## src/rtl/load_use_hazard_ctrl_pkg.sv

```systemverilog
// hazard_pkg: shared register-address, stall-counter and FSM state definitions for hazard control
package hazard_pkg;
  localparam int REG_ADDR_W = 5;
  localparam logic [REG_ADDR_W-1:0] ZERO_REG = 5'd0;
  localparam int STALL_CNT_W = 4;
  typedef enum logic {IDLE, STALL} state_t;
endpackage

```

## src/rtl/load_use_hazard_ctrl_detect.sv

```systemverilog
// load_use_detect: combinational load-use compare (mem_read/ex_rt vs if_rs/if_rt/uses_rt -> hazard)
module load_use_detect
  import hazard_pkg::*;
(
  input  logic                  mem_read,
  input  logic [REG_ADDR_W-1:0] ex_rt,
  input  logic [REG_ADDR_W-1:0] if_rs,
  input  logic [REG_ADDR_W-1:0] if_rt,
  input  logic                  uses_rt,
  output logic                  hazard
);
  assign hazard = mem_read && ex_rt != ZERO_REG && (ex_rt == if_rs || (uses_rt && ex_rt == if_rt));
endmodule

```

## src/rtl/load_use_hazard_ctrl.sv

```systemverilog
// load_use_hazard_ctrl: load-use stall FSM (hazard fields in; PCWrite/IF_ID_Write/ID_Flush/IF_Flush, saturating stall_count out)
module load_use_hazard_ctrl
  import hazard_pkg::*;
#(
  parameter int STALL_CYCLES = 1,
  parameter int CNT_W = 32
) (
  input  logic                  clk,
  input  logic                  reset,
  input  logic                  ID_EX_MemRead_i,
  input  logic [REG_ADDR_W-1:0] ID_EX_RegisterRt_i,
  input  logic [REG_ADDR_W-1:0] IF_ID_RegisterRs_i,
  input  logic [REG_ADDR_W-1:0] IF_ID_RegisterRt_i,
  input  logic                  IF_ID_UsesRt_i,
  input  logic                  Branch_taken_i,
  input  logic                  cnt_clear_i,
  output logic                  PCWrite_o,
  output logic                  IF_ID_Write_o,
  output logic                  ID_Flush_lwstall_o,
  output logic                  IF_Flush_o,
  output logic [CNT_W-1:0]      stall_count_o
);
  localparam logic [STALL_CNT_W-1:0] REM_INIT = STALL_CNT_W'(STALL_CYCLES - 1);
  if (STALL_CYCLES < 1 || STALL_CYCLES > 15) begin : g_bad_stall_cycles
    $error("STALL_CYCLES must be in 1..15");
  end
  state_t state;
  logic [STALL_CNT_W-1:0] rem;
  logic hazard, stall;
  load_use_detect u_detect (
    .mem_read(ID_EX_MemRead_i),
    .ex_rt(ID_EX_RegisterRt_i),
    .if_rs(IF_ID_RegisterRs_i),
    .if_rt(IF_ID_RegisterRt_i),
    .uses_rt(IF_ID_UsesRt_i),
    .hazard(hazard)
  );
  assign stall = state == STALL || hazard;
  always_comb begin
    PCWrite_o = !reset && !stall;
    IF_ID_Write_o = !reset && !stall;
    ID_Flush_lwstall_o = !reset && stall;
    IF_Flush_o = !reset && !stall && Branch_taken_i;
  end
  always_ff @(posedge clk or posedge reset) begin
    if (reset) begin
      state <= IDLE;
      rem <= '0;
    end else if (state == IDLE) begin
      if (hazard && STALL_CYCLES > 1) begin
        state <= STALL;
        rem <= REM_INIT;
      end
    end else begin
      rem <= rem - 1'b1;
      state <= rem == STALL_CNT_W'(1) ? IDLE : STALL;
    end
  end
  always_ff @(posedge clk or posedge reset) begin
    if (reset) stall_count_o <= '0;
    else if (cnt_clear_i) stall_count_o <= '0;
    else if (stall && stall_count_o != '1) stall_count_o <= stall_count_o + 1'b1;
  end
endmodule

```

## config.mk

```make
export PLATFORM = sky130hd
export DESIGN_NAME = load_use_hazard_ctrl
export DESIGN_NICKNAME = d
export VERILOG_FILES = /design/src/rtl/load_use_hazard_ctrl_pkg.sv /design/src/rtl/load_use_hazard_ctrl_detect.sv /design/src/rtl/load_use_hazard_ctrl.sv
export SDC_FILE = /design/constraint.sdc
export NUM_CORES = 1
export LEC_CHECK = 0
export CELL_PAD_IN_SITES_DETAIL_PLACEMENT = 0
export CELL_PAD_IN_SITES_GLOBAL_PLACEMENT = 1
export CORE_UTILIZATION = 40
export CTS_CLUSTER_DIAMETER = 120
export CTS_CLUSTER_SIZE = 20
export DETAILED_ROUTE_END_ITERATION = 16
export PLACE_DENSITY = 0.9
export SYNTH_ARGS = -nofsm -noshare
export SYNTH_HDL_FRONTEND = slang
export SYNTH_SLANG_ARGS = --single-unit
```

## constraint.sdc

```tcl
create_clock -name clk -period 6.2 [get_ports clk]
set_input_delay 0.93 -clock clk [delete_from_list [all_inputs] [get_ports clk]]
set_output_delay 0.93 -clock clk [all_outputs]
set_load 0.01 [all_outputs]
```

==> After elaboration in Yosys (flattened, before gate mapping) <==
Index checks and enable logic that the tools add are counted.
{ "totals": {"regBits": 37, "input_bits": 21, "output_inout_bits": 36} }
{ "classes": {"n_addsub": 2, "n_eq_ne": 4, "n_mux": 4, "n_reduce_logical": 13} }
{ "op_table": {"columns": ["op", "count"], "rows": [
  ["$mux W32", 2],
  ["$add A32 B1 Y32 const B", 1],
  ["$ne A32 B32 Y1 const B", 1],
  ["$eq A5 B5 Y1", 2],
  ["$logic_and A1 B1 Y1", 7],
  ["$reduce_bool A5 Y1", 1],
  ["$eq A4 B1 Y1 const B", 1],
  ["$sub A4 B1 Y4 const B", 1],
  ["$logic_not A1 Y1", 2],
  ["$logic_or A1 B1 Y1", 2],
  ["$mux W1", 2],
  ["$reduce_bool A2 Y1", 1]
]} }

==> Depth between registers and ports, before layout <==
{ "logic_depth": {"ltp_word": 8, "ltp_mapped": 9, "mapped_depth_nobuf": 6} }

==> Modules after synthesis <==
From an unflattened synthesis, not the netlist that was laid out.
{ "unflattened": {"hier_cells": 240, "hier_area_um2": 2188.3} }
{ "by_module_without_submodules": {"columns": ["module", "instances", "cells_each", "area_per_inst_um2", "seq_area_each_um2"], "rows": [
  ["load_use_hazard_ctrl", 1, 223, 2055.7, 925.9],
  ["load_use_detect", 1, 17, 132.6, 0.0]
]} }

==> Worst setup path before layout <==
Ideal clock, no wire load.
{ "synth_path": {"path_kind": "input port to output port", "startpoint": "input ID_EX_RegisterRt_i[4]", "endpoint": "output PCWrite_o", "t_arrival_ns": 2.374, "t_required_ns": 5.270, "setup_slack_ns": 2.896, "cell_stages": 8, "cell_sequence": "xor2_1 -> nor4_1 -> a31oi_1 -> a21o_1 -> buf_6 -> clkbuf_1 -> and2_1 -> buf_4"} }
{ "synth_via": {"elab_chain_cells": 7, "elab_cells_between_ends": 10, "cone_classes": "eq/ne (2); reduce/logical (8)"} }
{ "synth_rtl": {"columns": ["element", "line", "text"], "rows": [
  ["start, declared", "load_use_hazard_ctrl.sv:11", "input logic [REG_ADDR_W-1:0] ID_EX_RegisterRt_i,"],
  ["$eq A5 B5 Y1", "load_use_hazard_ctrl_detect.sv:12", "assign hazard = mem_read && ex_rt != ZERO_REG && (ex_rt == if_rs || (uses_rt && ex_rt == if_rt));"],
  ["$logic_and A1 B1 Y1", "load_use_hazard_ctrl_detect.sv:12", null],
  ["$logic_or A1 B1 Y1", "load_use_hazard_ctrl_detect.sv:12", null],
  ["$logic_and A1 B1 Y1 *", "load_use_hazard_ctrl_detect.sv:12", null],
  ["$logic_or A1 B1 Y1 *", "load_use_hazard_ctrl.sv:38", "assign stall = state == STALL || hazard;"],
  ["$logic_not A1 Y1 *", null, null],
  ["$logic_and A1 B1 Y1 *", null, null],
  ["end, declared", "load_use_hazard_ctrl.sv:17", "output logic PCWrite_o,"]
]} }
Mark *: on every way between the ends. The rest lies on a longest branch, timed or not.

==> Worst setup path in the final report <==
{ "layout_path": {"startpoint": "input ID_EX_RegisterRt_i[3]", "endpoint": "output IF_Flush_o"} }
{ "layout_via": {"elab_chain_cells": 8, "elab_cells_between_ends": 11, "cone_classes": "eq/ne (2); reduce/logical (9)"} }
{ "layout_rtl": {"columns": ["element", "line", "text"], "rows": [
  ["$eq A5 B5 Y1", "load_use_hazard_ctrl_detect.sv:12", null],
  ["$logic_and A1 B1 Y1", "load_use_hazard_ctrl_detect.sv:12", null],
  ["$logic_or A1 B1 Y1", "load_use_hazard_ctrl_detect.sv:12", null],
  ["$logic_and A1 B1 Y1 *", "load_use_hazard_ctrl_detect.sv:12", null],
  ["$logic_or A1 B1 Y1 *", "load_use_hazard_ctrl.sv:38", null],
  ["$logic_not A1 Y1 *", "load_use_hazard_ctrl.sv:43", "IF_Flush_o = !reset && !stall && Branch_taken_i;"],
  ["$logic_and A1 B1 Y1 * (2 in a row)", "load_use_hazard_ctrl.sv:43", null],
  ["end, declared", "load_use_hazard_ctrl.sv:20", "output logic IF_Flush_o,"]
]} }
Marks and branches as above.

==> out/qor.csv <==
metric,value,unit
distinct cell type count after synthesis,40,
ys flop type,dfrtp_1,
via count,2132,
Crit. Startpoint,ID_EX_RegisterRt_i[3],
area of the multi-input gates,1280,sq um
drt pass-1 iters,4,
vias in the first global route,2005,
DRT iter0 DRCs,180,
maximum vdd drop,77.0,uV
# port buffers,56,
GP Congestion,0.743,
Synth area leaders,"dfrtp_1 40%, o31ai_1 6.4%, or4_1 6.1%, a21oi_1 5.8%, mux2_2 3.4%",
Most Frequent Cell on Critical Path,clkdlybuf4s50_1,
crit-path cells,clkdlybuf4s50_1 -> xor2_1 -> nor4_1 -> a31oi_1 -> a21o_1 -> buf_4 -> and3_1 -> clkdlybuf4s50_1,
"Net Count, Synth",274,
"Cell Area, Synth",2330,sq um
fraction of registers with async set/reset,100,%
critical path required time,5.27,ns
CORE AREA,5570,sq um
Post-DRT Antenna Nets,0,
"EDFF count, synth",0,
vias per cell,5.73,
n_diodes,0,
final WL,5.62,mm
WL/cell,15.1,um
switching share of power,23.4,%
syn avg cell area,9.31,sq um
Worst-Margin Slew,0.731,ns
Critical Path End,IF_Flush_o,
Rows,27,
Sw Pwr,0.104,mW
Critical Path AT,3.25,ns
Initial Util,41.8,%
internal power,0.341,mW
Slowest cell on crit path,clkdlybuf4s50_1,
R2R Path End,stall_count_o[15],
initial antenna violation count,0,
Die Y,78.3,um
Final Skew,0.00552,ns
"most common cell after layout, fill and taps aside",clkdlybuf4s50_1,
layout cells sized above 1,8.33,%
FMAX,239,MHz
clock power share,36.8,%
period utilization,67.5,%
top-area cell type share of the netlist area,39.8,%
Die W,78.3,um
Setup CP Type,in2out,
GRT Util Overall,19.9,%
sequential cell area fraction in the yosys report,39.8,%
number of buffers created by CTS,5,
CTS tree,done,
Sink Count,37,
CP Launch Type,primary input,
first-pass GRT wire length,9.68,mm
Setup crit end kind,output pin,
Layout area overhead,27.9,%
"Largest stage delay, worst path",0.53,ns
RSZ-0062 raised after global routing,false,
total power,0.445,mW
status,"complete, no violations",
Slew HR,51.1,%
HP Class,reg2reg,
H-tree depth,2,
Fillers,532,
register share of total power,54.3,%
Remaining DRCs,0,
Setup TNS,0,ns
Setup-failing EPs final,0,
"FF+latch count, synth",37,
I/O pins,57,
post-DP HPWL,3.81,mm
fin nets,323,
Cell Pwr Density,149,nW/um^2
Placed Area,2900,sq um
CTS Hold Bufs,0,
maxcap violations,0,
Ys Warns,0,
crit-path max FO,53,
"Reg clk slew, reported paths",0.07,ns
Pleak,1.12,nW
Die ar.,6130,sq um
Tmin final,4.18,ns
clk_lat worst skew,0.29,ns
"commonest non-fill, non-tap cells in the layout","56 x clkdlybuf4s50_1, 37 x dfrtp_1, 27 x a21oi_1",
fin. max-slew vios,0,
maximum clock path buffer count,2,
Logic pwr share,8.9,%
Post-CTS Setup Inserts,0,
Syn Inst Count,250,
"area leader, netlist",dfrtp_1,
largest net degree at the start of global routing,54,
worst r2r path cells,6,
worst r2r src,stall_count_o[12],
worst reg2reg setup slack,3.64,ns
global route overflow,0,
clock root buffer,clkbuf_8,
Final Cell Area,2980,sq um
Reg area,926,sq um
CTS resizes,0,
Final Hold Viols,0,
-- per-layer routing --
layer  wire length (um)  global-route usage [%]
met5                  0                       0
met4                 74                    6.11
met3                309                    4.65
met2               2620                    30.6
met1               2610                    27.8
-- final cells by class --
class	count	share of cell area, %
timing repair buffer	59	19.6
tap	72	3.03
sequential	37	31.1
clock buffer	8	2.69
inverter	6	0.756
multi-input combinational	190	42.9
-- power groups by stage --
stage	Combinational (mW)	Sequential, mW	Clock, mW
4_1_cts	0.0401	0.242	0.170
3_5_place_dp	0.0400	0.246	0
6_report	0.0395	0.242	0.164
5_1_grt	0.0438	0.242	0.179
3_3_place_gp	0.0393	0.246	0
2_1_floorplan	0.0186	0.246	0
-- per-stage QoR --
stage	hold slack, ns	cells	utilization, %	setup slack [ns]
2_1_floorplan	0.442	250	-	2.90
3_3_place_gp	0.458	364	52.0	2.10
3_5_place_dp	0.463	364	52.0	2.02
4_1_cts	0.473	372	53.4	2.02
5_1_grt	0.489	372	53.4	1.89
6_report	0.466	372	53.4	2.02
-- critical path: cells and delay by family --
kind | cells | cell delay [ns]
buffers and inverters | 3 | 1.47
AO/OA/AOI/OAI | 2 | 0.38
AND/OR/NAND/NOR | 2 | 0.29
XOR/XNOR | 1 | 0.17
-- worst min path at each step --
stage	from	endpoint	slack, ns	cells after the start
floorplan	rem[3]	rem[3]	0.44	1
global placement	rem[3]	rem[3]	0.46	1
detailed placement	rem[3]	rem[3]	0.46	1
CTS	rem[3]	rem[3]	0.47	1
global route	rem[3]	rem[3]	0.49	1
finish	rem[3]	rem[3]	0.47	1
-- synth_stat cells (2+ instances only) --
cell type	number
a21oi_1	27
and2_1	4
and3_1	6
and4_1	3
buf_2	2
buf_4	2
buf_6	4
clkbuf_1	8
dfrtp_1	37
ha_1	3
inv_1	6
mux2_2	7
nand2_1	11
nand3_1	13
nand3_2	2
nand4_1	9
nor2_1	13
nor2b_1	7
nor3_1	5
nor4_1	4
nor4_4	2
nor4b_1	2
o21ai_0	4
o31ai_1	20
or2_2	2
or3_1	4
or4_1	19
xnor2_1	4
xor2_1	9
-- registers in the layout, summed over array words and instances (netlist names) --
name and count:
rem 4, stall_count_o 32, state 1
-- logic make-up after synthesis --
family	share of synthesized area [%]
mux	3.39
simple gates	30.1
buf+inv	5.43
fa+ha+maj	1.61
compound gates	14.8
xor+xnor	4.89
flops	39.8
(Power assumes the default switching activity.)
